===== config.mk =====
export PLATFORM = sky130hd
export DESIGN_NAME = mem_access_unit
export DESIGN_NICKNAME = d
export VERILOG_FILES = /design/src/rtl/mem_access_unit.sv
export SDC_FILE = /design/constraint.sdc
export NUM_CORES = 1
export LEC_CHECK = 0
export CAP_MARGIN = 30
export CELL_PAD_IN_SITES_DETAIL_PLACEMENT = 1
export CELL_PAD_IN_SITES_GLOBAL_PLACEMENT = 1
export CORE_MARGIN = 2
export CORE_UTILIZATION = 36
export CTS_BUF_LIST = sky130_fd_sc_hd__clkbuf_8
export DETAILED_ROUTE_END_ITERATION = 10
export PLACE_DENSITY = 0.85
export SLEW_MARGIN = 20
export SYNTH_ARGS = -nofsm -noshare
export SYNTH_HDL_FRONTEND = slang
export SYNTH_SLANG_ARGS = --single-unit

===== constraint.sdc =====
create_clock -name clk -period 4.8 [get_ports clk]
set_input_delay 0.48 -clock clk [delete_from_list [all_inputs] [get_ports clk]]
set_output_delay 0.48 -clock clk [all_outputs]
set_load 0.01 [all_outputs]

===== src/rtl/mem_access_unit.sv =====
// Data-memory access unit: classifies load/store requests, runs the bus
// handshake with timeout, aligns store lanes and extends load data.
// Ports: req_* request from decode (req_ready high in IDLE),
//        mem_* data-memory bus (strobe held until mem_resp),
//        rsp_* one-cycle response pulse with extended data and error code.
module mem_access_unit #(
  parameter int TIMEOUT = 1023
) (
  input  logic        clk,
  input  logic        rst,
  input  logic        req_valid,
  output logic        req_ready,
  input  logic        req_read,
  input  logic        req_write,
  input  logic [2:0]  req_mdr_sel,
  input  logic [3:0]  req_byte_enable,
  input  logic [31:0] req_addr,
  input  logic [31:0] req_wdata,
  output logic        mem_read,
  output logic        mem_write,
  output logic [31:0] mem_address,
  output logic [3:0]  mem_byte_enable,
  output logic [31:0] mem_wdata,
  input  logic [31:0] mem_rdata,
  input  logic        mem_resp,
  output logic        rsp_valid,
  output logic [31:0] rsp_rdata,
  output logic [1:0]  rsp_err
);

  typedef enum logic [1:0] {
    IDLE,
    ACCESS,
    RESP
  } state_t;

  localparam int CW = (TIMEOUT < 2) ? 1 : $clog2(TIMEOUT + 1);
  localparam logic [CW-1:0] LAST = CW'(TIMEOUT - 1);

  state_t        state;
  logic [CW-1:0] cnt;
  logic [1:0]    off;
  logic [2:0]    mdr;

  logic          be_ok;
  logic          ill;
  logic          mis;
  logic          noop;
  logic [31:0]   sh;
  logic [31:0]   ext;

  assign req_ready = (state == IDLE);

  assign be_ok = (req_byte_enable == 4'b0001) ||
                 (req_byte_enable == 4'b0011) ||
                 (req_byte_enable == 4'b1111);

  assign ill = (req_read && req_write) ||
               (req_read && (req_mdr_sel > 3'd4)) ||
               (req_write && !be_ok);

  always_comb begin
    mis = 1'b0;
    if (req_read) begin
      if (req_mdr_sel == 3'd0)
        mis = (req_addr[1:0] != 2'b00);
      else if (req_mdr_sel == 3'd1 || req_mdr_sel == 3'd2)
        mis = req_addr[0];
    end else if (req_write) begin
      if (req_byte_enable == 4'b1111)
        mis = (req_addr[1:0] != 2'b00);
      else if (req_byte_enable == 4'b0011)
        mis = req_addr[0];
    end
  end

  assign noop = !req_read && !req_write;

  // Load lane selection uses the offset captured at accept time.
  assign sh = mem_rdata >> {off, 3'b000};

  always_comb begin
    ext = sh;
    unique case (mdr)
      3'd1:    ext = {{16{sh[15]}}, sh[15:0]};
      3'd2:    ext = {16'h0, sh[15:0]};
      3'd3:    ext = {{24{sh[7]}}, sh[7:0]};
      3'd4:    ext = {24'h0, sh[7:0]};
      default: ext = sh;
    endcase
  end

  always_ff @(posedge clk or posedge rst) begin
    if (rst) begin
      state           <= IDLE;
      cnt             <= '0;
      off             <= 2'b00;
      mdr             <= 3'd0;
      mem_read        <= 1'b0;
      mem_write       <= 1'b0;
      mem_address     <= 32'h0;
      mem_byte_enable <= 4'h0;
      mem_wdata       <= 32'h0;
      rsp_valid       <= 1'b0;
      rsp_rdata       <= 32'h0;
      rsp_err         <= 2'b00;
    end else begin
      unique case (state)
        IDLE: begin
          if (req_valid) begin
            off <= req_addr[1:0];
            mdr <= req_mdr_sel;
            cnt <= '0;
            if (ill) begin
              rsp_valid <= 1'b1;
              rsp_rdata <= 32'h0;
              rsp_err   <= 2'b11;
              state     <= RESP;
            end else if (mis) begin
              rsp_valid <= 1'b1;
              rsp_rdata <= 32'h0;
              rsp_err   <= 2'b01;
              state     <= RESP;
            end else if (noop) begin
              rsp_valid <= 1'b1;
              rsp_rdata <= 32'h0;
              rsp_err   <= 2'b00;
              state     <= RESP;
            end else begin
              mem_read        <= req_read;
              mem_write       <= req_write;
              mem_address     <= {req_addr[31:2], 2'b00};
              mem_byte_enable <= req_write ?
                                 (req_byte_enable << req_addr[1:0]) :
                                 4'b1111;
              mem_wdata       <= req_wdata << {req_addr[1:0], 3'b000};
              state           <= ACCESS;
            end
          end
        end
        ACCESS: begin
          // A response on the timeout edge still completes normally.
          if (mem_resp) begin
            mem_read  <= 1'b0;
            mem_write <= 1'b0;
            rsp_valid <= 1'b1;
            rsp_rdata <= mem_read ? ext : 32'h0;
            rsp_err   <= 2'b00;
            state     <= RESP;
          end else if (cnt == LAST) begin
            mem_read  <= 1'b0;
            mem_write <= 1'b0;
            rsp_valid <= 1'b1;
            rsp_rdata <= 32'h0;
            rsp_err   <= 2'b10;
            state     <= RESP;
          end else begin
            cnt <= cnt + 1'b1;
          end
        end
        RESP: begin
          rsp_valid <= 1'b0;
          state     <= IDLE;
        end
        default: state <= IDLE;
      endcase
    end
  end

endmodule

==> impl_metrics.toml <==
[final_layout]
layout.nets = 870
final_util = 0.524
final-seq-area_um2 = 3000
fill_cells = 1818
area_delta_synth_final_pct = 43.2
final_area_um2 = 8960
diodes = 0
multi_input_area_um2 = 3020
drive_gt1_frac = 0.128
post_layout_nonfiller_instances = 997

[timing]
fin_skew_ns = 0.0136
fin_crit_ns = 3.14
tightest_slew_ns = 0.930
hold_viol = 0
rsz0062_at_grt = "false"
period_share = 0.654
fmax_mhz = 319
setup_viol = 0
relSlewSlack = 0.380
fin_tns_setup_ns = 0
maxSlewViolCount = 0

[detailed_routing]
post_drt_wl_per_cell_um = 21.2
via_per_inst = 5.43
firstDrtPassIters = 4
drtIter0Drc = 312
ant_nets = 0
drc_errors = 0
vias = 5413
drt-total-wl_um = 21100

[cts]
post-cts-setup-buffers = 0
cts_resized = 0
cts_root_buf = "clkbuf_8"
cts_inserted_buffers = 17
ctsHtreeMaxLevel = 4
cts_tree = "built"
clock_sinks = 120
hold_buffers = 0
clk_latency_ns = 0.45
clockBufferDepth = 2
clkTransAtPathRegs_ns = 0.08

[floorplanning]
dieWidth_um = 136
die_h_um = 136
die-area_um2 = 18500
rows = 48
ioPinCount = 215
start_util = 0.366
core_um2 = 17100

[setup_path]
path_cells = "clkdlybuf4s50_1, inv_2, o311ai_2, nand4_4, nor2_4, buf_12, mux2_4"
endpoint = "mem_address[13]$_DFFE_PP0P_"
critical_path_class = "in2reg"
worst_path_max_delay_cell = "nor2_4"
worst_setup_path_end_kind = "register"
critPathRequiredTime_ns = 5.13
startpoint = "req_byte_enable[0]"
crit_family = "simple AND/OR/NAND/NOR gates"
timing.rr.end = "mem_address[13]$_DFFE_PP0P_"
cp.arrival_ns = 3.47
rrSetupSlack_ns = 2.31
path_buf_inv = 3
r2r_cells = 6
max_stage_delay_ns = 0.66
cp_max_fo = 39
cp.depth = 7
critPathLaunchType = "input port"
regToRegStartpoint = "state[0]$_DFFE_PP0P_"

[synth]
synthesis.area_um2 = 6260
ys.flop_type = "dfrtp_1"
synth-seq-cells = 120
syn_inst = 561
synth_top_area_share = 0.480
yosysUniqueCellTypes = 54
ys_seq_area_frac = 0.480
yosysTopAreaCell = "dfrtp_1"
synth.area.top_cells = "dfrtp_1 48%, mux2_4 12%, mux2i_1 5.4%"
synth_edf_count = 0
ys_warn_count = 0
async_flop_share = 1.00
avgSynthCellArea_um2 = 11.2

[grt]
grt-ovfl-total = 0
grt_antenna_before_repair = 0
grt_pass1_vias = 5969
grt_use_total = 0.234
grt_max_degree = 62
grt_pass1_wl_um = 32900

[run]
max_cap_violations = 0

[worst_hold_path]
hp-start = "rsp_rdata[30]$_DFFE_PP0P_"
hp-class = "reg2reg"

[power]
power.leakage_nw = 3.75
ir_worst_vdd_mv = 0.258
powerDensity_nw_per_um2 = 444

[placement]
io_buffers = 212
gp_congestion = 0.909
placed_area_um2 = 8510
dp_cells = 963
dp_hpwl_um = 15700

[outcome]
outcome = "completed"
-- worst min path at each step --
stage / to / depth (start not counted)
5_1_grt: rsp_rdata[4]$_DFFE_PP0P_ / 1
2_1_floorplan: rsp_err[0]$_DFFE_PP0P_ / 1
3_3_place_gp: rsp_err[0]$_DFFE_PP0P_ / 1
4_1_cts: rsp_rdata[3]$_DFFE_PP0P_ / 1
6_report: rsp_rdata[30]$_DFFE_PP0P_ / 1
3_5_place_dp: rsp_rdata[27]$_DFFE_PP0P_ / 1
-- report_power, final --
group,switching [W],total [W],internal (W)
registers,0.000212,0.00148,0.00127
logic,0.000657,0.00154,0.000883
clock network,0.000447,0.000961,0.000515
total,0.00132,0.00398,0.00267
-- flip-flops by register name, summed over array words and instances (netlist names) --
name             cells
rsp_err              2
mem_read             1
mem_byte_enable      4
mem_address         30
state                2
rsp_valid            1
mem_write            1
off                  2
mem_wdata           32
cnt                 10
mdr                  3
rsp_rdata           32
-- metrics by stage --
step                power, W  hold WS [ns]  setup slack, ns
global placement     0.00295         0.473             1.37
finish               0.00398         0.495             1.66
detailed placement   0.00302         0.482             1.24
global route         0.00418         0.516             1.54
CTS                  0.00401         0.504             1.74
floorplan            0.00219         0.522             1.13
-- cell usage after synthesis (9+ instances only) --
cell and n:
o2bb2ai_1 9, a32o_1 14, o21ai_0 49, mux2_4 50, a21oi_1 27, dfrtp_1 120
clkbuf_1 24, nor2_1 19, mux2i_1 34, a22o_1 10, nand2_1 60, a211oi_1 9
nor2b_1 21
-- layout make-up --
| type | count | share of cell area |
|---|---|---|
| multi-input cells | 394 | 0.337 |
| flip-flops and latches | 120 | 0.335 |
| repair buffers | 220 | 0.247 |
| well taps | 225 | 0.0314 |
| clock buffers | 17 | 0.0261 |
| clock inverters | 15 | 0.0201 |
| inverters | 6 | 0.00279 |
-- metal layers --
layer  GRT usage  routed length (µm)  up-vias
met5           0                   0        -
met4      0.0741                 363        0
met3      0.0686                1600       27
met2       0.421               11000      224
met1       0.268                8180     2715
li1            -                   -     2447
-- cell usage in the layout, fill, tap and decap left out, types with 9 or more instances in the layout --
cell and n:
o2bb2ai_1 9, o21ai_0 49, clkdlybuf4s50_1 211, dfrtp_1 120, clkbuf_8 17, a32o_1 14, mux2_4 50, nor2b_1 21
nor2_1 19, a211oi_1 9, nand2_1 60, a21oi_1 27, a22o_1 10, mux2i_1 34
-- kinds of logic after synthesis --
group | after synthesis | synth area share
mux | 85 | 0.178
buf+inv | 48 | 0.0376
simple gates | 135 | 0.109
other cells | 1 | 0.000599
fa+ha+maj | 2 | 0.00400
flops | 120 | 0.480
compound gates | 161 | 0.179
xor+xnor | 9 | 0.0126
Power figures use the tool's default switching activity.
